File: src/rtl/pio_ext_pkg.sv
// Shared register offsets and PWM full-scale helper for the PIO extension block.
package pio_ext_pkg;

  localparam logic [2:0] REG_DATA_IN   = 3'd0;
  localparam logic [2:0] REG_DATA_OUT  = 3'd1;
  localparam logic [2:0] REG_IRQ_MASK  = 3'd2;
  localparam logic [2:0] REG_EDGE_CAP  = 3'd3;
  localparam logic [2:0] REG_EDGE_MODE = 3'd4;
  localparam logic [2:0] REG_PWM_DUTY  = 3'd5;

  // Duty value meaning "always on" for a counter of the given width.
  function automatic logic [31:0] pwm_full(input int bits);
    return 32'd1 << bits;
  endfunction

endpackage

File: src/rtl/pio_debounce.sv
// One input channel: two-flop synchroniser followed by a stability counter.
// The stable value changes only after DEBOUNCE_CYC consecutive differing samples.
module pio_debounce #(
  parameter int DEBOUNCE_CYC = 50000
) (
  input  logic clk,
  input  logic rst_n,
  input  logic din,
  output logic stable
);

  localparam int CW = $clog2(DEBOUNCE_CYC);

  logic          sync1, sync2;
  logic [CW-1:0] cnt;

  always_ff @(posedge clk or negedge rst_n) begin
    if (!rst_n) begin
      sync1  <= 1'b0;
      sync2  <= 1'b0;
      stable <= 1'b0;
      cnt    <= '0;
    end else begin
      sync1 <= din;
      sync2 <= sync1;
      // Any return to the stable value restarts the count, rejecting short glitches.
      if (sync2 == stable) begin
        cnt <= '0;
      end else if (cnt == CW'(DEBOUNCE_CYC - 1)) begin
        stable <= sync2;
        cnt    <= '0;
      end else begin
        cnt <= cnt + 1'b1;
      end
    end
  end

endmodule

File: src/rtl/pio_ext.sv
// Avalon-MM PIO with debounced inputs, edge capture/interrupt and PWM-gated outputs.
module pio_ext
  import pio_ext_pkg::*;
#(
  parameter int IN_W         = 2,
  parameter int OUT_W        = 8,
  parameter int DEBOUNCE_CYC = 50000,
  parameter int PWM_BITS     = 8
) (
  input  logic             clk_clk,
  input  logic             reset_reset_n,
  input  logic [2:0]       avs_address,
  input  logic             avs_read,
  input  logic             avs_write,
  input  logic [31:0]      avs_writedata,
  output logic [31:0]      avs_readdata,
  input  logic [IN_W-1:0]  in_export,
  output logic [OUT_W-1:0] out_export,
  output logic             irq
);

  localparam logic [31:0] FULL = pwm_full(PWM_BITS);

  logic [IN_W-1:0]     stable, stable_d, edge_hit, clr_mask;
  logic [IN_W-1:0]     irq_mask, edge_cap, edge_mode;
  logic [OUT_W-1:0]    data_out;
  logic [PWM_BITS:0]   duty;
  logic [PWM_BITS-1:0] pwm_cnt;
  logic [31:0]         rd_mux;
  logic                pwm_on;
  logic                unused_ok;

  assign unused_ok = ^avs_writedata;

  for (genvar i = 0; i < IN_W; i++) begin : g_db
    pio_debounce #(.DEBOUNCE_CYC(DEBOUNCE_CYC)) u_db (
      .clk   (clk_clk),
      .rst_n (reset_reset_n),
      .din   (in_export[i]),
      .stable(stable[i])
    );
  end

  // A transition counts when the new stable value is 1 (rising) or 0 (falling).
  assign edge_hit = (stable ^ stable_d) & (stable ^ edge_mode);
  assign clr_mask = (avs_write && avs_address == REG_EDGE_CAP) ? avs_writedata[IN_W-1:0] : '0;
  assign pwm_on   = {1'b0, pwm_cnt} < duty;

  always_comb begin
    rd_mux = '0;
    case (avs_address)
      REG_DATA_IN:   rd_mux[IN_W-1:0]   = stable;
      REG_DATA_OUT:  rd_mux[OUT_W-1:0]  = data_out;
      REG_IRQ_MASK:  rd_mux[IN_W-1:0]   = irq_mask;
      REG_EDGE_CAP:  rd_mux[IN_W-1:0]   = edge_cap;
      REG_EDGE_MODE: rd_mux[IN_W-1:0]   = edge_mode;
      REG_PWM_DUTY:  rd_mux[PWM_BITS:0] = duty;
      default:       rd_mux = '0;
    endcase
  end

  always_ff @(posedge clk_clk or negedge reset_reset_n) begin
    if (!reset_reset_n) begin
      stable_d     <= '0;
      data_out     <= '0;
      irq_mask     <= '0;
      edge_cap     <= '0;
      edge_mode    <= '0;
      duty         <= FULL[PWM_BITS:0];
      pwm_cnt      <= '0;
      avs_readdata <= '0;
      out_export   <= '0;
      irq          <= 1'b0;
    end else begin
      stable_d   <= stable;
      // New edges win over a simultaneous write-1-to-clear.
      edge_cap   <= (edge_cap & ~clr_mask) | edge_hit;
      irq        <= |(edge_cap & irq_mask);
      pwm_cnt    <= pwm_cnt + 1'b1;
      out_export <= data_out & {OUT_W{pwm_on}};
      if (avs_read) avs_readdata <= rd_mux;
      if (avs_write) begin
        case (avs_address)
          REG_DATA_OUT:  data_out  <= avs_writedata[OUT_W-1:0];
          REG_IRQ_MASK:  irq_mask  <= avs_writedata[IN_W-1:0];
          REG_EDGE_MODE: edge_mode <= avs_writedata[IN_W-1:0];
          REG_PWM_DUTY:  duty      <= (avs_writedata > FULL) ? FULL[PWM_BITS:0]
                                                             : avs_writedata[PWM_BITS:0];
          default: ;
        endcase
      end
    end
  end

endmodule

File: config.mk
export PLATFORM = sky130hd
export DESIGN_NAME = pio_ext
export DESIGN_NICKNAME = d
export VERILOG_FILES = /design/src/rtl/pio_ext_pkg.sv /design/src/rtl/pio_debounce.sv /design/src/rtl/pio_ext.sv
export SDC_FILE = /design/constraint.sdc
export NUM_CORES = 1
export LEC_CHECK = 0
export CORE_UTILIZATION = 50
export CTS_BUF_LIST = sky130_fd_sc_hd__clkbuf_8 sky130_fd_sc_hd__clkbuf_16
export DETAILED_ROUTE_END_ITERATION = 16
export DONT_BUFFER_PORTS = 1
export GPL_TIMING_DRIVEN = 1
export PLACE_DENSITY = 0.77
export SETUP_SLACK_MARGIN = 0.02
export SLEW_MARGIN = 20
export SYNTH_ARGS = -nofsm -noshare
export SYNTH_HDL_FRONTEND = slang
export SYNTH_HIERARCHICAL = 1
export SYNTH_SLANG_ARGS = --single-unit
File: constraint.sdc
create_clock -name clk_clk -period 3.7 [get_ports clk_clk]
set_input_delay 0.74 -clock clk_clk [delete_from_list [all_inputs] [get_ports clk_clk]]
set_output_delay 0.74 -clock clk_clk [all_outputs]
set_load 0.005 [all_outputs]
Word level (Yosys, flattened, before mapping)
Cells that the tools add are included.

Bits in registers: 89. Latch bits: 0. Bits in writable memories: 0. Memory bits (read-only): 0. Input bits: 41. Output and inout bits: 41. Word-level logic and storage cells: 60. Memories: 0.

Add/subtract/negate cells: 3. $mul: 0. Div/mod/pow operators: 0. $lt $le $gt $ge: 2. Equal/unequal tests: 9. Shift-type cells: 0. Mux-type cells: 9. Bitwise gates (word level): 10. Reduce and logical (&&, ||, !) cells: 9.

Operator list (count): two-way mux 16 bit (4); adder 16 x 1 -> 16 bit, second input constant (2); equality test 16 bit, second input constant (2); greater-than comparator 32 x 9 -> 1 bit, second input constant (1); one-hot mux 2 bit (6 select lines) (1); one-hot mux 6 bit (2 select lines) (1); AND reduction 2 bit (6); less-than comparator 8 x 9 -> 1 bit (1); two-way mux 9 bit (1); adder 8 x 1 -> 8 bit, second input constant (1); bitwise AND 8 bit (1); bitwise AND 2 bit (3); equality test 3 x 2 -> 1 bit, second input constant (2); equality test 3 bit, second input constant (2); bitwise XOR 2 bit (2); equality test 3 x 1 -> 1 bit, second input constant (1); logical NOT 3 bit (1); equality test 1 bit (2); two-way mux 2 bit (1); NOT 1 bit (2); NOT 2 bit (1); OR 2 bit (1); OR reduction 2 bit (1); logical AND 1 bit (1); two-way mux 1 bit (1).

Depth between registers and ports, before layout
Gate-level depths: netlist (run 1).

Depth in word-level cells: 6. Gate-level depth with buffers: 6. Mapped depth without buffers: 6.

Modules after synthesis
The synthesis (run 1) kept the hierarchy.

Modules (own cells, without submodules): pio_ext (instances 1, cells each 223, area each 2543.7 um^2, seq. area each 1277.5 um^2); pio_debounce (instances 2, cells each 84, area each 895.9 um^2, seq. area each 475.5 um^2).

Worst setup path before layout (run 1)
OpenSTA, ideal clock, no wires.

Path kind: flip-flop to flip-flop. From: register g_db[0].u_db.cnt[10]. To: register g_db[0].u_db.stable. Library setup time: 0.125 ns. Data arrival time: 1.770 ns. Required time: 3.575 ns. Setup slack: 1.805 ns. Cell stages (with the launch flop): 4. Buffers on the path: 0. Period minus slack after synthesis: 1.895 ns. Cells stage by stage: dfrtp_1 > or4b_1 > or4_4 > mux2_4.

Cells in the longest elaborated chain, start to end: 2.

Ends and longest elaborated chain: start, declared (RTL line pio_debounce.sv:15) `logic [CW-1:0] cnt;`; start signal, assigned (RTL line pio_debounce.sv:33) `cnt <= cnt + 1'b1;`; equality test 16 bit (RTL line pio_debounce.sv:29) `end else if (cnt == CW'(DEBOUNCE_CYC - 1)) begin`; AND reduction 2 bit (no line); end signal, assigned (RTL line pio_debounce.sv:30) `stable <= sync2;`; end, declared (RTL line pio_debounce.sv:9) `output logic stable`.

No other way between the ends. A chain may end at the register's enable or synchronous reset.

Worst setup path after layout (run 1)
From: register g_db[0].u_db.cnt[12]. To: register g_db[0].u_db.stable.

The elaborated chain is that of the path after synthesis.

==> report_table.html, run 1 <==
<table>
<tr><th>Metric</th><th>Value</th></tr>
<tr><th colspan="2">STA</th></tr>
<tr><td>Minimum clock period</td><td>around 2.0 ns</td></tr>
<tr><td>Final max-slew violation count</td><td>0</td></tr>
<tr><td>Hold Violations, Final</td><td>0</td></tr>
<tr><td>Max-Slew Margin vs Limit</td><td>between 50% and 60%</td></tr>
<tr><td>Sum of negative setup slack</td><td>0 ns</td></tr>
<tr><td>Number of setup violations in the final report</td><td>0</td></tr>
<tr><td>Highest attainable clock frequency</td><td>around 510 MHz</td></tr>
<tr><td>Worst Skew</td><td>0.0102 ns</td></tr>
<tr><td>RSZ-0062 raised after global routing</td><td>no</td></tr>
<tr><td>Final worst-path cycle share</td><td>a little over half</td></tr>
<tr><td>Worst Max-Slew Pin Slew</td><td>between 0.6 and 0.7 ns</td></tr>
<tr><td>Crit path setup slack, layout</td><td>1.73 ns</td></tr>
<tr><th colspan="2">Setup path</th></tr>
<tr><td>Critical Path Source Type</td><td>flop</td></tr>
<tr><td>Critical R2R Launch</td><td>g_db[0].u_db/cnt[12]</td></tr>
<tr><td>Worst setup startpoint</td><td>g_db[0].u_db/cnt[12]</td></tr>
<tr><td>Critical path, cell by cell</td><td>or4b_1 &gt; or4_4 &gt; mux2_4</td></tr>
<tr><td>Top fanout value on the critical path</td><td>5</td></tr>
<tr><td>Worst path required time</td><td>3.95 ns</td></tr>
<tr><td>FF-to-FF setup slack</td><td>1.73 ns</td></tr>
<tr><td>Critical R2R Capture</td><td>g_db[0].u_db/stable</td></tr>
<tr><td>Arrival @ worst endpoint</td><td>about 2.2 ns</td></tr>
<tr><td>Depth of the worst register-to-register path</td><td>3</td></tr>
<tr><td>Slowest library cell on the worst path</td><td>sky130_fd_sc_hd__or4_4</td></tr>
<tr><td>Capturing element type of the critical path</td><td>flop</td></tr>
<tr><td>CP Capture Point</td><td>g_db[0].u_db/stable</td></tr>
<tr><td>Dominant delay contributor by cell family on the critical path</td><td>simple AND/OR/NAND/NOR gates</td></tr>
<tr><td>Category of the critical setup timing path</td><td>flop to flop</td></tr>
<tr><td>Combined buffer and inverter count along the critical path</td><td>0</td></tr>
<tr><td>Number of stages on the worst setup path</td><td>3</td></tr>
<tr><td>Critical Path Max Stage Delay</td><td>0.59 ns</td></tr>
<tr><th colspan="2">Final layout</th></tr>
<tr><td>Synth-to-Final Area Change</td><td>4.07%</td></tr>
<tr><td>Area of combinational cells with multiple inputs</td><td>1880 um2</td></tr>
<tr><td>Count of antenna diodes in the layout</td><td>0</td></tr>
<tr><td>Net total in the final layout</td><td>around 440</td></tr>
<tr><td>Final instance count without filler cells</td><td>503</td></tr>
<tr><td>Count of filler cells inserted in the layout</td><td>just under 700</td></tr>
<tr><td>Share of final-layout standard cells stronger than drive strength 1</td><td>12.1%</td></tr>
<tr><td>Storage element area</td><td>2230 um2</td></tr>
<tr><td>Design area</td><td>4510 um2</td></tr>
<tr><th colspan="2">Logic synthesis</th></tr>
<tr><td>Synth Instances</td><td>391</td></tr>
<tr><td>Number of flip-flops and latches in the synthesized netlist</td><td>89</td></tr>
<tr><td>Synthesis Warnings</td><td>6</td></tr>
<tr><td>Number of synthesized flops with an enable pin</td><td>0</td></tr>
<tr><td>Synth cell types</td><td>51</td></tr>
<tr><td>Mean area per synthesized cell</td><td>11.1 um2</td></tr>
<tr><td>Synthesized cell area</td><td>4340 um2</td></tr>
<tr><td>Async S/R FF share, synth</td><td>100%</td></tr>
<tr><td>Register area share after synthesis</td><td>51.4%</td></tr>
<tr><td>Prevailing post-synth register cell</td><td>sky130_fd_sc_hd__dfrtp_1</td></tr>
<tr><th colspan="2">CTS</th></tr>
<tr><td>Number of levels in the clock H-tree</td><td>3</td></tr>
<tr><td>Clock-pin slew on the worst setup and hold paths</td><td>~0.090 ns</td></tr>
<tr><td>Clock buffers created by TritonCTS</td><td>9</td></tr>
<tr><td>Gates resized, CTS repair</td><td>0</td></tr>
<tr><td>Clock sink count</td><td>89</td></tr>
<tr><td>Clock latency reported for the late side of the worst-skew pair</td><td>around 0.36 ns</td></tr>
<tr><td>Maximum buffer depth of the clock tree</td><td>2</td></tr>
<tr><td>Clock tree from TritonCTS</td><td>built</td></tr>
<tr><td>Buffer type at the clock tree root</td><td>sky130_fd_sc_hd__clkbuf_8</td></tr>
<tr><td>Cts hold-fix bufs</td><td>0</td></tr>
<tr><td>Post-CTS setup repair buffer count</td><td>0</td></tr>
<tr><th colspan="2">Detailed routing</th></tr>
<tr><td>Remaining antenna violation count</td><td>0</td></tr>
<tr><td>Sum of routed wire length over all layers</td><td>7.14 mm</td></tr>
<tr><td>Residual DRC</td><td>0</td></tr>
<tr><td>Iteration-0 DRC count of the detailed router</td><td>92</td></tr>
<tr><td>Wirelength per Cell</td><td>14.2 um</td></tr>
<tr><td>First-pass iteration count of the detailed router</td><td>4</td></tr>
<tr><td>Via Count</td><td>about 2700</td></tr>
<tr><td>Vias per std cell</td><td>5.36</td></tr>
<tr><th colspan="2">Floorplanning</th></tr>
<tr><td>Number of core rows</td><td>33</td></tr>
<tr><td>Vertical extent of the die</td><td>95.1 um</td></tr>
<tr><td>Ports</td><td>82</td></tr>
<tr><td>Initial core utilization</td><td>a little over half</td></tr>
<tr><td>Die Area</td><td>9050 um2</td></tr>
<tr><td>Area of the core region</td><td>8300 um2</td></tr>
<tr><td>Die Width</td><td>95.1 um</td></tr>
<tr><th colspan="2">Pwr</th></tr>
<tr><td>Leakage power</td><td>approximately 1.9 nW</td></tr>
<tr><td>Power density over cell area</td><td>424 nW/um2</td></tr>
<tr><td>Total power</td><td>1.91 mW</td></tr>
<tr><td>Peak ir drop on the vdd network</td><td>0.000312 V</td></tr>
<tr><th colspan="2">GRT</th></tr>
<tr><td>Gr ovfl total</td><td>0</td></tr>
<tr><td>Maximum number of pins on one net before global-route repair</td><td>90</td></tr>
<tr><td>Via count of the first global-routing pass</td><td>2582</td></tr>
<tr><td>Global-route wire length before repair</td><td>12.0 mm</td></tr>
<tr><td>Antenna violations before repair</td><td>0</td></tr>
<tr><td>GRT Util Overall</td><td>between 15 and 20%</td></tr>
<tr><th colspan="2">Placed design</th></tr>
<tr><td>Half-perimeter wire length of the detailed placement result</td><td>5.01 mm</td></tr>
<tr><td>DP Worst Slack</td><td>approximately 1.7 ns</td></tr>
<tr><td>Placed cells</td><td>487</td></tr>
<tr><td>Area after DPL</td><td>4310 um2</td></tr>
<tr><td>Port Buffers</td><td>0</td></tr>
<tr><td>GPL Wtd Cong</td><td>0.837</td></tr>
<tr><th colspan="2">Min path</th></tr>
<tr><td>HP Class</td><td>input pin to asynchronous set/reset pin</td></tr>
<tr><th colspan="2">Flow run</th></tr>
<tr><td>Max-cap check violation count</td><td>0</td></tr>
<tr><th colspan="2">Status</th></tr>
<tr><td>Outcome</td><td>completed</td></tr>
</table>
flip-flops by register name, indices dropped and copies added (netlist names), 8 cells and up:
signal and flops:
avs_readdata 9, data_out 8, duty 9, g_db.u_db/cnt 32, out_export 8, pwm_cnt 8
power breakdown:
part	switching [mW]	internal [mW]	total [mW]
Clock	0.352	0.319	0.671
Sequential	0.0542	1.05	1.11
Combinational	0.0592	0.0782	0.137
Total	0.465	1.45	1.91
cell usage after synthesis, types with 2 or more instances:
master	instances	share of area [%]
sky130_fd_sc_hd__mux2_2	13	3.4
sky130_fd_sc_hd__o211ai_1	4	0.69
sky130_fd_sc_hd__xnor2_1	24	4.8
sky130_fd_sc_hd__xor2_1	12	2.4
sky130_fd_sc_hd__inv_1	20	1.7
sky130_fd_sc_hd__nand4bb_1	2	0.52
sky130_fd_sc_hd__or3b_2	2	0.40
sky130_fd_sc_hd__nor2_1	40	3.5
sky130_fd_sc_hd__nor3b_1	8	1.4
sky130_fd_sc_hd__buf_6	4	1.0
sky130_fd_sc_hd__nand3_1	13	1.5
sky130_fd_sc_hd__buf_4	24	4.2
sky130_fd_sc_hd__or4b_1	2	0.46
sky130_fd_sc_hd__nand2_1	28	2.4
sky130_fd_sc_hd__nor3_1	9	1.0
sky130_fd_sc_hd__o22ai_1	14	2.0
sky130_fd_sc_hd__and4_1	4	0.81
sky130_fd_sc_hd__and3_2	2	0.35
sky130_fd_sc_hd__ha_1	10	2.9
sky130_fd_sc_hd__or4_4	2	0.52
sky130_fd_sc_hd__mux2i_1	8	1.8
sky130_fd_sc_hd__nor4_1	12	1.7
sky130_fd_sc_hd__buf_2	2	0.23
sky130_fd_sc_hd__mux2_4	3	1.0
sky130_fd_sc_hd__nand2_4	2	0.52
sky130_fd_sc_hd__nand4_1	13	1.9
sky130_fd_sc_hd__dfrtp_1	88	51
sky130_fd_sc_hd__a21oi_1	3	0.35
placed cells by master (no fill, tap or decap), drive strengths merged, types with 3 or more instances in the layout:
| cell | instances |
|---|---|
| dfrtp | 88 |
| nor2 | 41 |
| nand2 | 30 |
| xnor2 | 24 |
| inv | 24 |
| conb | 23 |
| mux2 | 16 |
| o22ai | 14 |
| nand3 | 14 |
| nand4 | 13 |
| xor2 | 12 |
| nor4 | 12 |
| ha | 10 |
| nor3 | 9 |
| clkbuf | 9 |
| nor3b | 9 |
| mux2i | 8 |
| and4 | 4 |
| o211ai | 4 |
| a21oi | 3 |
| and3 | 3 |
worst reg2reg max path: cells and delay by family, from the launching register on:
family	cells	cell delay (ns)
flops	1	0.43
mux	1	0.31
simple gates	2	1.12
metrics by stage:
| step | hold WS [ns] | utilization [%] |
|---|---|---|
| floorplan | 0.331 | - |
| CTS | 0.0446 | 54.4 |
| global placement | 0.334 | 51.9 |
| global route | 0.0255 | 54.4 |
| detailed placement | 0.336 | 51.9 |
| finish | 0.0563 | 54.4 |
routing by layer:
metal | track usage (%) | up-vias | share of wire [%]
li1 | - | 1327 | -
met4 | 6.31 | 0 | 1.2
met5 | 0 | - | 0
met2 | 27.6 | 52 | 48
met1 | 22.0 | 1307 | 47
met3 | 5.50 | 10 | 4.3
area by class of cell:
type,instances,share of cell area [%]
Clock buffer,9,2.75
Clock inverter,7,1.72
Inverter,20,1.66
Multi-Input combinational cell,273,41.6
Sequential cell,89,49.4
Tap cell,105,2.91
worst min-delay path by stage:
stage / startpoint / end / slack [ns] / cells past startpoint
5_1_grt: reset_reset_n / irq / 0.03 / 0
3_3_place_gp: g_db[0].u_db/sync1 / g_db[0].u_db/sync2 / 0.33 / 0
6_report: reset_reset_n / avs_readdata[0] / 0.06 / 0
4_1_cts: reset_reset_n / data_out[1] / 0.04 / 0
3_5_place_dp: g_db[1].u_db/sync1 / g_db[1].u_db/sync2 / 0.34 / 0
2_1_floorplan: g_db[0].u_db/sync1 / g_db[0].u_db/sync2 / 0.33 / 0
cells by family after synthesis:
family	after synthesis	share of synthesized area (%)
other	1	0.0865
and+or+nand+nor	151	19.7
xor gates and xnor gates	36	7.27
adders and majority gates	10	2.89
buffers and inverters	51	7.24
muxes	25	6.78
AOI/OAI and AO/OA	28	4.68
DFF	89	51.4
Power figures use the tool's default switching activity.
==> inputs of run 2 (changes only) <==
--- a/config.mk
+++ b/config.mk
@@ -5,6 +5,7 @@
 export SDC_FILE = /design/constraint.sdc
 export NUM_CORES = 1
 export LEC_CHECK = 0
+export ABC_AREA = 1
 export CORE_UTILIZATION = 50
 export CTS_BUF_LIST = sky130_fd_sc_hd__clkbuf_8 sky130_fd_sc_hd__clkbuf_16
 export DETAILED_ROUTE_END_ITERATION = 16
==> constraint.sdc (replaced) <==
create_clock -name clk_clk -period 1.9 [get_ports clk_clk]
set_input_delay 0.38 -clock clk_clk [delete_from_list [all_inputs] [get_ports clk_clk]]
set_output_delay 0.38 -clock clk_clk [all_outputs]
set_load 0.005 [all_outputs]
==> run 2 against run 1 <==
- the run now ends with hold timing left
- combinational power grew 64%
- die area grew 9.0%
- worst setup slack lost 1.3 ns
- clock skew grew 0.0043 ns
- clock-buffer cell count grew 2
- cell area grew 9.9%
- flip-flop and latch count is the same
- routed wire length grew 29%
- final cell count grew 37%
- clock power grew 110%
- critical endpoint is now out_export[4]
==> report_table.html, run 2 <==
<table>
<tr><th>Metric</th><th>Value</th></tr>
<tr><th colspan="2">Status</th></tr>
<tr><td>Outcome</td><td>complete, but fails checks</td></tr>
<tr><td>Violations in the final reports</td><td>hold timing</td></tr>
<tr><th colspan="2">CTS</th></tr>
<tr><td>Clock buffers created by TritonCTS</td><td>9</td></tr>
<tr><td>Post-CTS setup repair buffer count</td><td>0</td></tr>
<tr><td>Gates resized, CTS repair</td><td>0</td></tr>
<tr><td>Clock tree from TritonCTS</td><td>built</td></tr>
<tr><td>Number of levels in the clock H-tree</td><td>3</td></tr>
<tr><td>Maximum buffer depth of the clock tree</td><td>2</td></tr>
<tr><td>Clock-pin slew on the worst setup and hold paths</td><td>around 0.090 ns</td></tr>
<tr><td>Clock latency reported for the late side of the worst-skew pair</td><td>0.36 ns</td></tr>
<tr><td>Buffer type at the clock tree root</td><td>sky130_fd_sc_hd__clkbuf_8</td></tr>
<tr><td>Clock sink count</td><td>a little under 90</td></tr>
<tr><th colspan="2">Final layout</th></tr>
<tr><td>Count of filler cells inserted in the layout</td><td>approximately 840</td></tr>
<tr><td>Top library cells by usage in the layout, fill and taps aside</td><td>sky130_fd_sc_hd__nor2_1, sky130_fd_sc_hd__nand2_1, sky130_fd_sc_hd__dfrtp_1</td></tr>
<tr><td>Count of antenna diodes in the layout</td><td>0</td></tr>
<tr><td>Share of final-layout standard cells stronger than drive strength 1</td><td>10.7%</td></tr>
<tr><td>Net total in the final layout</td><td>623</td></tr>
<tr><td>Max reg flops</td><td>32</td></tr>
<tr><td>Register name with the most flops</td><td>g_db.u_db/cnt</td></tr>
<tr><td>Most common library cell in the layout ignoring fill and taps</td><td>sky130_fd_sc_hd__nor2_1</td></tr>
<tr><td>Synth-to-Final Area Change</td><td>4.78%</td></tr>
<tr><td>Registers with the most flip-flops</td><td>g_db.u_db/cnt (32), avs_readdata (9), duty (9)</td></tr>
<tr><th colspan="2">Floorplanning</th></tr>
<tr><td>Number of core rows</td><td>35</td></tr>
<tr><td>Die Area</td><td>just under 10000 um2</td></tr>
<tr><td>Area of the core region</td><td>9200 um2</td></tr>
<tr><td>Vertical extent of the die</td><td>99.3 um</td></tr>
<tr><td>Die Width</td><td>99.3 um</td></tr>
<tr><td>Ports</td><td>82</td></tr>
<tr><td>Initial core utilization</td><td>about 51%</td></tr>
<tr><th colspan="2">Pwr</th></tr>
<tr><td>Comb power frac</td><td>6.0%</td></tr>
<tr><td>Peak ir drop on the vdd network</td><td>roughly 0.00031 V</td></tr>
<tr><td>Sequential share of power</td><td>between 50% and 60%</td></tr>
<tr><td>Fraction of power consumed by the clock network</td><td>37.1%</td></tr>
<tr><td>Leakage power</td><td>2.49 nW</td></tr>
<tr><td>P_sw</td><td>0.936 mW</td></tr>
<tr><td>Power density over cell area</td><td>between 700 and 800 nW/um2</td></tr>
<tr><td>Internal cell power</td><td>2.78 mW</td></tr>
<tr><td>Switching Fraction</td><td>between 20% and 30%</td></tr>
<tr><th colspan="2">GRT</th></tr>
<tr><td>Maximum number of pins on one net before global-route repair</td><td>90</td></tr>
<tr><td>Antenna violations before repair</td><td>0</td></tr>
<tr><td>GRT Util Overall</td><td>approximately a fifth</td></tr>
<tr><td>Via count of the first global-routing pass</td><td>between 3000 and 4000</td></tr>
<tr><td>Global-route wire length before repair</td><td>15.8 mm</td></tr>
<tr><td>Gr ovfl total</td><td>0</td></tr>
<tr><th colspan="2">STA</th></tr>
<tr><td>Smallest hold slack</td><td>-0.291 ns</td></tr>
<tr><td>Max-Slew Margin vs Limit</td><td>64.6%</td></tr>
<tr><td>Minimum clock period</td><td>1.49 ns</td></tr>
<tr><td>Sum of negative setup slack</td><td>0 ns</td></tr>
<tr><td>Worst Max-Slew Pin Slew</td><td>0.528 ns</td></tr>
<tr><td>Final max-slew violation count</td><td>0</td></tr>
<tr><td>Worst Skew</td><td>0.0145 ns</td></tr>
<tr><td>Hold Violations, Final</td><td>89</td></tr>
<tr><td>RSZ-0062 raised after global routing</td><td>no</td></tr>
<tr><td>Number of setup violations in the final report</td><td>0</td></tr>
<tr><td>Highest attainable clock frequency</td><td>670 MHz</td></tr>
<tr><td>Final worst-path cycle share</td><td>78.5%</td></tr>
<tr><th colspan="2">Setup path</th></tr>
<tr><td>FF-to-FF setup slack</td><td>just over 0.4 ns</td></tr>
<tr><td>Critical Path Source Type</td><td>flop</td></tr>
<tr><td>Category of the critical setup timing path</td><td>flop to flop</td></tr>
<tr><td>Arrival @ worst endpoint</td><td>1.77 ns</td></tr>
<tr><td>Capturing element type of the critical path</td><td>flop</td></tr>
<tr><td>Top fanout value on the critical path</td><td>8</td></tr>
<tr><td>Worst path required time</td><td>between 2 and 2.5 ns</td></tr>
<tr><th colspan="2">Detailed routing</th></tr>
<tr><td>Remaining antenna violation count</td><td>0</td></tr>
<tr><td>Iteration-0 DRC count of the detailed router</td><td>roughly 190</td></tr>
<tr><td>Wirelength per Cell</td><td>13.4 um</td></tr>
<tr><td>First-pass iteration count of the detailed router</td><td>4</td></tr>
<tr><td>Sum of routed wire length over all layers</td><td>9.24 mm</td></tr>
<tr><td>Via Count</td><td>3531</td></tr>
<tr><td>Vias per std cell</td><td>5.13</td></tr>
<tr><td>Residual DRC</td><td>0</td></tr>
<tr><th colspan="2">Logic synthesis</th></tr>
<tr><td>Register area share after synthesis</td><td>47.1%</td></tr>
<tr><td>Prevailing post-synth register cell</td><td>sky130_fd_sc_hd__dfrtp_1</td></tr>
<tr><td>Synth cell types</td><td>35</td></tr>
<tr><td>Mean area per synthesized cell</td><td>8.35 um2</td></tr>
<tr><td>Cell with the most instances after synthesis</td><td>sky130_fd_sc_hd__nor2_1</td></tr>
<tr><td>Number of flip-flops and latches in the synthesized netlist</td><td>89</td></tr>
<tr><td>Number of synthesized flops with an enable pin</td><td>0</td></tr>
<tr><td>Synthesis Warnings</td><td>6</td></tr>
<tr><td>Synth cell count leaders</td><td>sky130_fd_sc_hd__nor2_1, sky130_fd_sc_hd__nand2_1, sky130_fd_sc_hd__dfrtp_1</td></tr>
<tr><td>Biggest area contributors in the synthesized netlist</td><td>sky130_fd_sc_hd__dfrtp_1, sky130_fd_sc_hd__nor2_1, sky130_fd_sc_hd__nand2_1, sky130_fd_sc_hd__inv_1, sky130_fd_sc_hd__nand3_1</td></tr>
<tr><td>Synth Instances</td><td>567</td></tr>
<tr><td>Async S/R FF share, synth</td><td>between 90% and 100%</td></tr>
<tr><td>Area fraction of the dominant cell type after synthesis</td><td>46.5%</td></tr>
<tr><td>Synthesized cell area</td><td>4730 um2</td></tr>
<tr><td>Cell taking the most area after synthesis</td><td>sky130_fd_sc_hd__dfrtp_1</td></tr>
<tr><th colspan="2">Flow run</th></tr>
<tr><td>Max-cap check violation count</td><td>0</td></tr>
<tr><th colspan="2">Placed design</th></tr>
<tr><td>Port Buffers</td><td>0</td></tr>
<tr><td>GPL Wtd Cong</td><td>0.902</td></tr>
<tr><td>Half-perimeter wire length of the detailed placement result</td><td>6.95 mm</td></tr>
<tr><th colspan="2">Min path</th></tr>
<tr><td>HP Class</td><td>input pin to asynchronous set/reset pin</td></tr>
</table>
-- run 2: worst paths after layout --
path,startpoint,to,cells past startpoint
worst min-delay path,reset_reset_n,g_db[0].u_db/cnt[13],0
min in group clk_clk,in_export[0],g_db[0].u_db/sync1,0
worst min register to register,g_db[0].u_db/sync1,g_db[0].u_db/sync2,0
worst max-delay path,duty[2],out_export[4],9
max in group asynchronous,reset_reset_n,duty[8],0
worst max register to register,duty[2],out_export[4],9
-- run 2: layer usage --
layer / track usage [%] / part of all wire [%]
met3: 4.71 / 4.9
met1: 26.8 / 47
met2: 32.9 / 47
met5: 0 / 0
met4: 8.37 / 0.92
-- run 2: critical path: stages, from the launching register on --
cell and delay (ns):
sky130_fd_sc_hd__dfrtp_1 0.38, sky130_fd_sc_hd__inv_1 0.08, sky130_fd_sc_hd__ha_1 0.31, sky130_fd_sc_hd__nand2_1 0.07, sky130_fd_sc_hd__nand2_1 0.05, sky130_fd_sc_hd__nand2_1 0.05
sky130_fd_sc_hd__nand2_1 0.04, sky130_fd_sc_hd__nand2_1 0.05, sky130_fd_sc_hd__nand3_1 0.23, sky130_fd_sc_hd__nor2_1 0.17
-- run 2: logic make-up (layout without fill, tap and decap cells) --
kind of cell               after synthesis  count (layout)  share of synthesized area, %
DFF                                     89              89                          47.1
other                                    1              23                        0.0792
adders and majority gates               10              10                          2.64
AOI/OAI and AO/OA                       45              45                          6.05
and+or+nand+nor                        301             301                          29.3
buffers and inverters                   95              83                          9.73
xor gates and xnor gates                26              26                          5.13
-- run 2: metrics by stage --
step | util [%] | setup slack (ns) | instance area [um2] | instances | power (mW)
3_5_place_dp | 51.6 | 0.417 | 4750 | 672 | 2.38
2_1_floorplan | - | 0.506 | 4820 | 589 | 2.35
5_1_grt | 53.9 | 0.227 | 4960 | 688 | 3.88
3_3_place_gp | 51.6 | 0.488 | 4750 | 672 | 2.37
6_report | 53.9 | 0.408 | 4960 | 688 | 3.72
4_1_cts | 53.9 | 0.406 | 4960 | 688 | 3.76
-- run 2: area by class of cell --
cell class                 count  area, um2  area share [%]
inverter                      67        251            5.07
multi-input combinational    405       2130            42.9
clock inverter                 5       62.6            1.26
sequential                    89       2230            44.9
clock buffer                  11        151            3.05
tap                          111        139            2.80
-- run 2: power groups by stage --
stage               Clock [mW]  Combinational (mW)  Sequential (mW)
global route              1.48               0.268             2.13
floorplan                    0               0.232             2.11
global placement             0               0.217             2.15
detailed placement           0               0.227             2.15
CTS                       1.41               0.228             2.12
finish                    1.38               0.225             2.12
==> inputs of run 3 (changes only) <==
--- a/config.mk
+++ b/config.mk
@@ -11,7 +11,7 @@
 export DETAILED_ROUTE_END_ITERATION = 16
 export DONT_BUFFER_PORTS = 1
 export GPL_TIMING_DRIVEN = 1
-export PLACE_DENSITY = 0.77
+export PLACE_DENSITY = 0.8
 export SETUP_SLACK_MARGIN = 0.02
 export SLEW_MARGIN = 20
 export SYNTH_ARGS = -nofsm -noshare
==> constraint.sdc (replaced) <==
create_clock -name clk_clk -period 1.3 [get_ports clk_clk]
set_input_delay 0.26 -clock clk_clk [delete_from_list [all_inputs] [get_ports clk_clk]]
set_output_delay 0.26 -clock clk_clk [all_outputs]
set_load 0.005 [all_outputs]
==> run 3 against run 2 <==
- the flow finishes with violations (hold timing, setup timing)
- final cell count is 6.0% higher
- first-iteration DRC count up 35%
- clock-buffer cell count fell by 2
- combinational power is 92% higher
- critical path depth decreased by 2
- core utilization up 6.5 points
- flip-flop and latch count unchanged
- critical path type unchanged
- largest power group unchanged
==> report_table.html, run 3 (synthesized netlist as in run 2, its figures left out) <==
<table>
<tr><th>Metric</th><th>Value</th></tr>
<tr><th colspan="2">Status</th></tr>
<tr><td>Outcome</td><td>complete, but fails checks</td></tr>
<tr><td>Violations in the final reports</td><td>hold timing, setup timing</td></tr>
<tr><th colspan="2">Final layout</th></tr>
<tr><td>Count of antenna diodes in the layout</td><td>0</td></tr>
<tr><td>Design area</td><td>5560 um2</td></tr>
<tr><td>Count of filler cells inserted in the layout</td><td>about 750</td></tr>
<tr><td>Most common library cell in the layout ignoring fill and taps</td><td>sky130_fd_sc_hd__nand2_1</td></tr>
<tr><td>Final instance count without filler cells</td><td>729</td></tr>
<tr><td>Post-layout util</td><td>60.5%</td></tr>
<tr><td>Synth-to-Final Area Change</td><td>17.5%</td></tr>
<tr><td>Net total in the final layout</td><td>666</td></tr>
<tr><td>Top library cells by usage in the layout, fill and taps aside</td><td>sky130_fd_sc_hd__nand2_1, sky130_fd_sc_hd__dfrtp_1, sky130_fd_sc_hd__nor2_1</td></tr>
<tr><td>Share of final-layout standard cells stronger than drive strength 1</td><td>26.4%</td></tr>
<tr><td>Max reg flops</td><td>32</td></tr>
<tr><td>Register name with the most flops</td><td>g_db.u_db/cnt</td></tr>
<tr><td>Registers with the most flip-flops</td><td>g_db.u_db/cnt (32), avs_readdata (9), duty (9)</td></tr>
<tr><th colspan="2">Floorplanning</th></tr>
<tr><td>Vertical extent of the die</td><td>99.3 um</td></tr>
<tr><td>Area of the core region</td><td>9200 um2</td></tr>
<tr><td>Ports</td><td>82</td></tr>
<tr><td>Number of core rows</td><td>35</td></tr>
<tr><td>Die Width</td><td>99.3 um</td></tr>
<tr><td>Die Area</td><td>about 10000 um2</td></tr>
<tr><td>Initial core utilization</td><td>51.5%</td></tr>
<tr><th colspan="2">Setup path</th></tr>
<tr><td>Critical path, cell by cell</td><td>inv_2 &gt; ha_4 &gt; a21oi_2 &gt; nor2_2 &gt; a21oi_2 &gt; nand3_4 &gt; nor2_1</td></tr>
<tr><td>Critical R2R Capture</td><td>out_export[4]</td></tr>
<tr><td>Critical R2R Launch</td><td>duty[6]</td></tr>
<tr><td>CP dominant cell by count</td><td>sky130_fd_sc_hd__a21oi_2</td></tr>
<tr><td>Capturing element type of the critical path</td><td>flop</td></tr>
<tr><td>Number of stages on the worst setup path</td><td>7</td></tr>
<tr><td>Critical Path Source Type</td><td>flop</td></tr>
<tr><td>Top fanout value on the critical path</td><td>8</td></tr>
<tr><td>Slowest library cell on the worst path</td><td>sky130_fd_sc_hd__dfrtp_1</td></tr>
<tr><td>Arrival @ worst endpoint</td><td>between 1.5 and 2 ns</td></tr>
<tr><td>Critical Path Max Stage Delay</td><td>0.40 ns</td></tr>
<tr><td>Depth of the worst register-to-register path</td><td>7</td></tr>
<tr><td>Worst path required time</td><td>1.59 ns</td></tr>
<tr><td>Combined buffer and inverter count along the critical path</td><td>1</td></tr>
<tr><td>FF-to-FF setup slack</td><td>-0.15 ns</td></tr>
<tr><td>Dominant delay contributor by cell family on the critical path</td><td>flip-flops</td></tr>
<tr><td>Category of the critical setup timing path</td><td>flop to flop</td></tr>
<tr><th colspan="2">Detailed routing</th></tr>
<tr><td>Iteration-0 DRC count of the detailed router</td><td>252</td></tr>
<tr><td>First-pass iteration count of the detailed router</td><td>5</td></tr>
<tr><td>Via Count</td><td>between 3000 and 4000</td></tr>
<tr><td>Remaining antenna violation count</td><td>0</td></tr>
<tr><td>Residual DRC</td><td>0</td></tr>
<tr><td>Wirelength per Cell</td><td>14.2 um</td></tr>
<tr><td>Vias per std cell</td><td>5.25</td></tr>
<tr><td>Sum of routed wire length over all layers</td><td>10.4 mm</td></tr>
<tr><th colspan="2">STA</th></tr>
<tr><td>Minimum clock period</td><td>roughly 1.5 ns</td></tr>
<tr><td>Smallest hold slack</td><td>-0.413 ns</td></tr>
<tr><td>Final worst-path cycle share</td><td>112%</td></tr>
<tr><td>Worst Skew</td><td>0.0110 ns</td></tr>
<tr><td>Crit path setup slack, layout</td><td>-0.152 ns</td></tr>
<tr><td>Final max-slew violation count</td><td>0</td></tr>
<tr><td>Highest attainable clock frequency</td><td>689 MHz</td></tr>
<tr><td>Sum of negative setup slack</td><td>-1.97 ns</td></tr>
<tr><td>Hold Violations, Final</td><td>89</td></tr>
<tr><td>Number of setup violations in the final report</td><td>29</td></tr>
<tr><td>RSZ-0062 raised after global routing</td><td>yes</td></tr>
<tr><th colspan="2">Placed design</th></tr>
<tr><td>Area after DPL</td><td>a little under 5000 um2</td></tr>
<tr><td>Placed cells</td><td>701</td></tr>
<tr><td>GPL Wtd Cong</td><td>between 0.8 and 0.9</td></tr>
<tr><td>Half-perimeter wire length of the detailed placement result</td><td>around 7.2 mm</td></tr>
<tr><td>Port Buffers</td><td>0</td></tr>
<tr><th colspan="2">CTS</th></tr>
<tr><td>Number of levels in the clock H-tree</td><td>3</td></tr>
<tr><td>Clock tree from TritonCTS</td><td>built</td></tr>
<tr><td>Cts hold-fix bufs</td><td>2</td></tr>
<tr><td>Clock latency reported for the late side of the worst-skew pair</td><td>0.35 ns</td></tr>
<tr><td>Clock sink count</td><td>89</td></tr>
<tr><td>Maximum buffer depth of the clock tree</td><td>2</td></tr>
<tr><td>Buffer type at the clock tree root</td><td>sky130_fd_sc_hd__clkbuf_8</td></tr>
<tr><td>Clock-pin slew on the worst setup and hold paths</td><td>0.09 ns</td></tr>
<tr><td>Clock buffers created by TritonCTS</td><td>9</td></tr>
<tr><th colspan="2">Pwr</th></tr>
<tr><td>Leakage power</td><td>about 2.7 nW</td></tr>
<tr><td>Peak ir drop on the vdd network</td><td>0.000434 V</td></tr>
<tr><td>Power density over cell area</td><td>just over 900 nW/um2</td></tr>
<tr><th colspan="2">GRT</th></tr>
<tr><td>Antenna violations before repair</td><td>0</td></tr>
<tr><td>Gr ovfl total</td><td>0</td></tr>
<tr><td>GRT Util Overall</td><td>21.7%</td></tr>
<tr><td>Via count of the first global-routing pass</td><td>3611</td></tr>
<tr><td>Global-route wire length before repair</td><td>16.7 mm</td></tr>
<tr><td>Maximum number of pins on one net before global-route repair</td><td>90</td></tr>
<tr><th colspan="2">Flow run</th></tr>
<tr><td>Max-cap check violation count</td><td>0</td></tr>
<tr><th colspan="2">Min path</th></tr>
<tr><td>HP Class</td><td>input pin to asynchronous set/reset pin</td></tr>
</table>
-- run 3: worst max path at each step --
stage / startpoint / slack [ns] / to
6_report: duty[6] / -0.15 / out_export[4]
5_1_grt: duty[6] / -0.21 / out_export[6]
4_1_cts: pwm_cnt[6] / -0.06 / out_export[0]
3_5_place_dp: duty[4] / -0.11 / out_export[6]
3_3_place_gp: duty[6] / -0.03 / out_export[7]
2_1_floorplan: avs_address[1] / 0.03 / data_out[6]
-- run 3: area by class of cell --
| cell class | count | area (um2) | share of cell area, % |
|---|---|---|---|
| Multi-Input combinational cell | 405 | 2460 | 44.2 |
| Sequential cell | 89 | 2230 | 40.1 |
| Timing Repair Buffer | 43 | 332 | 5.96 |
| Inverter | 67 | 251 | 4.52 |
| Tap cell | 111 | 139 | 2.50 |
| Clock buffer | 9 | 124 | 2.23 |
| Clock inverter | 5 | 26.3 | 0.473 |
-- run 3: timing repair --
item,CTS,global route
endpoints found under the setup margin,30,36
pin swaps,17,23
resized for setup,23,58
buffers inserted,4,8
hold endpoints to repair,91,89
cloned,0,0
-- run 3: report_power, final --
| part | internal, mW | total [mW] | switching [mW] |
|---|---|---|---|
| Sequential | 2.94 | 3.09 | 0.155 |
| Combinational | 0.181 | 0.431 | 0.251 |
| Clock | 0.657 | 1.58 | 0.925 |
-- run 3: metal layers --
layer / up-vias / wire (um) / global-route usage (%)
met5: - / 0 / 0
met4: 0 / 221 / 8.60
met3: 21 / 546 / 4.78
met2: 128 / 5140 / 36.2
met1: 1845 / 4440 / 27.6
li1: 1835 / - / -
-- run 3: per-stage QoR --
| stage | worst slack (ns) | power [mW] |
|---|---|---|
| after CTS | -0.0610 | 5.09 |
| final | -0.152 | 5.11 |
| after floorplan | 0.0263 | 3.43 |
| after detailed placement | -0.109 | 3.50 |
| after global placement | -0.0326 | 3.48 |
| after global routing | -0.213 | 5.31 |
